[src/rtl/ahb2apb_bridge_mp.sv]
// ahb2apb_bridge_mp: AHB-Lite to APB4 bridge with one-hot decoded PSEL, wait states, PSTRB and error mapping.
// Optional APB_TIMEOUT_EN aborts a stalled ACCESS into an AHB ERROR after TIMEOUT_CYCLES cycles.
module ahb2apb_bridge_mp #(
    parameter int                ADDR_W          = 32,
    parameter int                DATA_W          = 32,
    parameter int                NUM_SLAVES      = 4,
    parameter logic [ADDR_W-1:0] BASE_ADDR       = 32'h8000_0000,
    parameter int                SLAVE_SIZE_LOG2 = 26,
    parameter int                TIMEOUT_CYCLES  = 256
) (
    input  logic                         HCLK,
    input  logic                         HRESET,
    input  logic [ADDR_W-1:0]            HADDR,
    input  logic [1:0]                   HTRANS,
    input  logic                         HWRITE,
    input  logic [2:0]                   HSIZE,
    input  logic [DATA_W-1:0]            HWDATA,
    input  logic                         HREADY,
    output logic                         HREADYOUT,
    output logic                         HRESP,
    output logic [DATA_W-1:0]            HRDATA,
    output logic [ADDR_W-1:0]            PADDR,
    output logic [NUM_SLAVES-1:0]        PSEL,
    output logic                         PENABLE,
    output logic                         PWRITE,
    output logic [DATA_W-1:0]            PWDATA,
    output logic [DATA_W/8-1:0]          PSTRB,
    input  logic [NUM_SLAVES*DATA_W-1:0] PRDATA,
    input  logic [NUM_SLAVES-1:0]        PREADY,
    input  logic [NUM_SLAVES-1:0]        PSLVERR
);
    localparam int BW    = DATA_W / 8;
    localparam int OFF_W = $clog2(BW);
    localparam int IDX_W = (NUM_SLAVES > 1) ? $clog2(NUM_SLAVES) : 1;

    typedef enum logic [2:0] {IDLE, WLAT, SETUP, ACCESS, ERR1, ERR2} state_t;

    state_t              r_state, w_next, w_start;
    logic [IDX_W-1:0]    r_idx;
    logic [ADDR_W-1:0]   r_paddr;
    logic                r_pwrite;
    logic [DATA_W-1:0]   r_pwdata;
    logic [BW-1:0]       r_pstrb;
    logic [ADDR_W-1:0]   w_off, w_slot;
    logic [BW-1:0]       w_nmask, w_strb;
    logic                w_hit, w_rdy, w_err, w_done, w_accept, w_apb, w_tout, w_unused;

    assign w_off    = HADDR - BASE_ADDR;
    assign w_slot   = w_off >> SLAVE_SIZE_LOG2;
    assign w_hit    = (HADDR >= BASE_ADDR) && (w_slot < ADDR_W'(NUM_SLAVES));
    // sizes at or above the bus width light every lane
    assign w_nmask  = (HSIZE >= 3'(OFF_W)) ? '1 : BW'((32'd1 << (32'd1 << HSIZE)) - 32'd1);
    assign w_strb   = w_nmask << HADDR[OFF_W-1:0];
    assign w_rdy    = PREADY[r_idx];
    assign w_err    = PSLVERR[r_idx];
    assign w_done   = (r_state == ACCESS) && w_rdy && !w_err;
    assign w_accept = HREADY && HTRANS[1] && (r_state == IDLE || r_state == ERR2 || w_done);
    assign w_start  = w_hit ? (HWRITE ? WLAT : SETUP) : ERR1;
    assign w_apb    = (r_state == SETUP) || (r_state == ACCESS);

`ifdef APB_TIMEOUT_EN
    localparam int CW = $clog2(TIMEOUT_CYCLES + 1);
    logic [CW-1:0] r_tcnt;
    always_ff @(posedge HCLK)
        r_tcnt <= (HRESET || r_state != ACCESS) ? '0 : r_tcnt + 1'b1;
    assign w_tout   = (r_state == ACCESS) && !w_rdy && (r_tcnt == CW'(TIMEOUT_CYCLES - 1));
    assign w_unused = &{1'b0, HTRANS[0]};
`else
    assign w_tout   = 1'b0;
    assign w_unused = &{1'b0, HTRANS[0], TIMEOUT_CYCLES[0]};
`endif

    always_ff @(posedge HCLK)
        r_state <= HRESET ? IDLE : w_next;

    always_comb begin
        w_next    = r_state;
        HREADYOUT = (r_state == IDLE) || (r_state == ERR2) || w_done;
        HRESP     = (r_state == ERR1) || (r_state == ERR2) || ((r_state == ACCESS) && w_rdy && w_err);
        case (r_state)
            IDLE, ERR2: w_next = w_accept ? w_start : IDLE;
            WLAT:       w_next = SETUP;
            SETUP:      w_next = ACCESS;
            ACCESS:     w_next = w_tout ? ERR1 : !w_rdy ? ACCESS : w_err ? ERR1 : w_accept ? w_start : IDLE;
            ERR1:       w_next = ERR2;
            default:    w_next = IDLE;
        endcase
    end

    always_ff @(posedge HCLK) begin
        if (HRESET) begin
            r_idx    <= '0;
            r_paddr  <= '0;
            r_pwrite <= 1'b0;
            r_pwdata <= '0;
            r_pstrb  <= '0;
        end else begin
            if (w_accept && w_hit) begin
                r_idx    <= w_slot[IDX_W-1:0];
                r_paddr  <= HADDR;
                r_pwrite <= HWRITE;
                r_pstrb  <= HWRITE ? w_strb : '0;
            end
            if (r_state == WLAT)
                r_pwdata <= HWDATA;
        end
    end

    assign PADDR   = r_paddr;
    assign PWDATA  = r_pwdata;
    assign PSTRB   = r_pstrb;
    assign PSEL    = w_apb ? NUM_SLAVES'(1) << r_idx : '0;
    assign PENABLE = (r_state == ACCESS);
    assign PWRITE  = w_apb && r_pwrite;
    assign HRDATA  = ((r_state == ACCESS) && !r_pwrite) ? PRDATA[r_idx*DATA_W +: DATA_W] : '0;

endmodule

[config.mk]
export PLATFORM = sky130hd
export DESIGN_NAME = ahb2apb_bridge_mp
export DESIGN_NICKNAME = d
export VERILOG_FILES = /design/src/rtl/ahb2apb_bridge_mp.sv
export SDC_FILE = /design/constraint.sdc
export NUM_CORES = 1
export LEC_CHECK = 0
export CAP_MARGIN = 20
export CORE_AREA = 5 5 120 122
export CTS_CLUSTER_SIZE = 25
export DETAILED_ROUTE_END_ITERATION = 16
export DIE_AREA = 0 0 125 127
export PLACE_DENSITY = 0.8
export SKIP_CTS_REPAIR_TIMING = 1
export SLEW_MARGIN = 20
export SYNTH_ARGS = -nofsm -noshare
export SYNTH_HDL_FRONTEND = slang
export SYNTH_SLANG_ARGS = --single-unit
[constraint.sdc]
create_clock -name HCLK -period 3.25 [get_ports HCLK]
set_input_delay 0.65 -clock HCLK [delete_from_list [all_inputs] [get_ports HCLK]]
set_output_delay 0.65 -clock HCLK [all_outputs]
set_load 0.02 [all_outputs]
==> out/results.tsv <==
metric	value	unit
yosys_warnings	0	
place.port_buffers	315	
clk-insertion-delay-late	320	ps
seq_area_frac_synth	37.0	%
final_area	7510	µm²
clk_pin_slew	50	ps
die_w	125	µm
track_usage	20.9	%
die_h	127	µm
viasPerCell	4.97	
dp_hpwl	14300	µm
r2r_end	r_state[0]$_SDFF_PP0_	
holdWs	456	ps
drt-initial-drc-count	226	
fin_tns_setup	0	ps
setup_violations	0	
wire_per_inst	19.2	µm
synth-async-reset-ratio	0	%
synth_cells	442	
grt_max_degree	38	
numCtsBuffers	9	
worstPathArrival	2510	ps
grt_pass1_wl	26500	µm
finalCritPeriodShare	97.3	%
die-area	15900	µm²
cp-startpoint	PSLVERR[3]	
crit_fanout	2	
drv_slew	0	
synth_seq_cells	72	
grt_overflow	0	
worstSetupEndpoint	HREADYOUT	
cp.required	2600	ps
antenna_found_initial	2	
place_congestion	0.936	
drt-total-wl	17600	µm
period_needed	3160	ps
clock_skew	3.46	ps
syn_to_final_growth	93.0	%
root_buffer	clkbuf_16	
clockBufferDepth	2	
setup_ws	86.2	ps
layout-drive-gt1-share	9.56	%
hold_start	PWDATA[19]$_SDFFE_PP0N_	
clkSinkCount	72	
synth_edf_count	0	
drcViolationCount	0	
max_freq	316	MHz
hold_class	register to register	
num_vias	4578	
worst_pin_slew	632	ps
grt_pass1_vias	4695	
rr_worst_depth	8	
ir_drop	279	µV
cts_tree	built	
p_leak	2.49	nW
placed_cell_area	7180	µm²
fp.coreArea	13100	µm²
status	completed	
crit_type	primary input to output pin	
drt_pre_antenna_iters	5	
critPathLaunchType	primary input	
worst_setup_path_end_kind	output pin	
synth_nets	651	
nets	947	
syn_avg_cell_area	8.80	µm²
power	0.00266	W
hold_viol	0	
synth_area	3890	µm²
htreeDepth	3	
num_rows	42	
pre_cts_slack	62.5	ps
ys_types	40	
rsz0062_at_grt	false	
slew_headroom	57.9	%
initial_core_util	29.7	%
synth-main-ff-cell	dfxtp_1	
drtAntennaViolNets	0	
drv_cap	0	
p_per_area	354	nW/µm²
r2r_start	r_idx[0]$_SDFFE_PP0P_	
rrSetupSlack	1000	ps
boundaryPins	317	
## per-stage QoR
stage,utilization [%],std cells
floorplan,-,442
global placement,54.9,903
detailed placement,54.9,903
CTS,57.3,919
global route,57.4,921
finish,57.4,921
## how the worst min path moves through the flow
stage                                    endpoint  slack (ps)  depth (start not counted)
after floorplan             r_pwrite$_SDFFE_PP0P_         460                          2
after global placement     PWDATA[2]$_SDFFE_PP0N_         440                          2
after detailed placement   PWDATA[7]$_SDFFE_PP0N_         450                          2
after CTS                 PWDATA[19]$_SDFFE_PP0N_         460                          2
after global routing      PWDATA[20]$_SDFFE_PP0N_         480                          2
final                     PWDATA[19]$_SDFFE_PP0N_         460                          2
## state kept, by name, summed over array words and instances, names as in the netlist
signal,flops
PADDR,31
PSTRB,4
PWDATA,32
r_state,3
r_idx,1
r_pwrite,1
## cells by family (layout without fill, tap and decap cells)
group	after synthesis	after routing	synth area share, %
AND/OR/NAND/NOR	170	170	21.7
flip-flops	72	72	37.0
other	0	2	0
buffers and inverters	47	348	5.37
AO/OA/AOI/OAI	118	118	16.2
multiplexers	35	35	19.6
## synth_stat cells, drive strengths merged, types with 2 or more instances
cell type / instances / area share, %
nor2b: 36 / 5.8
nand3: 31 / 4.0
mux4: 33 / 19
nand2: 72 / 6.9
and3: 2 / 0.32
dfxtp: 72 / 37
o21ai: 38 / 4.9
buf: 10 / 1.8
nor3b: 4 / 0.77
inv: 3 / 0.29
nand2b: 4 / 0.64
a21oi: 68 / 8.7
clkbuf: 34 / 3.3
nand4b: 2 / 0.45
nand4: 2 / 0.32
nor2: 10 / 1.0
a2111oi: 2 / 0.45
## worst max-delay path: stages
cell	delay (ps)
clkdlybuf4s50_1	400
mux4_2	500
o32a_2	230
inv_2	60
clkdlybuf4s50_1	660
## where the power goes
group / total [W] / internal [W] / switching [W]
clock network: 0.00103 / 0.000677 / 0.000353
logic: 0.000682 / 0.000384 / 0.000298
registers: 0.000948 / 0.000919 / 0.0000289
## per-layer routing
metal,track usage [%],routed length (µm)
met1,22.3,6320
met2,39.4,9420
met3,6.30,1440
met4,6.82,468
met5,0,0
## cells in the final DEF (no fill, tap or decap), drive strengths merged, types with 2 or more instances in the layout
cell type | netlist | final
o21ai | 38 | 38
a21oi | 68 | 68
nor2b | 36 | 36
and3 | 2 | 2
clkbuf | 34 | 14
nand3 | 31 | 31
nor3b | 4 | 4
mux4 | 33 | 33
dfxtp | 72 | 72
clkdlybuf4s50 | 0 | 314
nand4b | 2 | 2
nor2 | 10 | 10
nand2b | 4 | 4
nand4 | 2 | 2
buf | 10 | 15
diode | 0 | 2
nand2 | 72 | 72
a2111oi | 2 | 2
inv | 3 | 3
## layout make-up
cell class	count	area [µm²]
fillers	1132	5570
well taps	176	220
inverters	3	11.3
flip-flops and latches	72	1440
clock inverters	2	35.0
clock buffers	14	284
multi-input cells	323	2250
diodes	2	5.00
repair buffers	329	3270
Note: power is estimated with default switching activity, not from simulation.
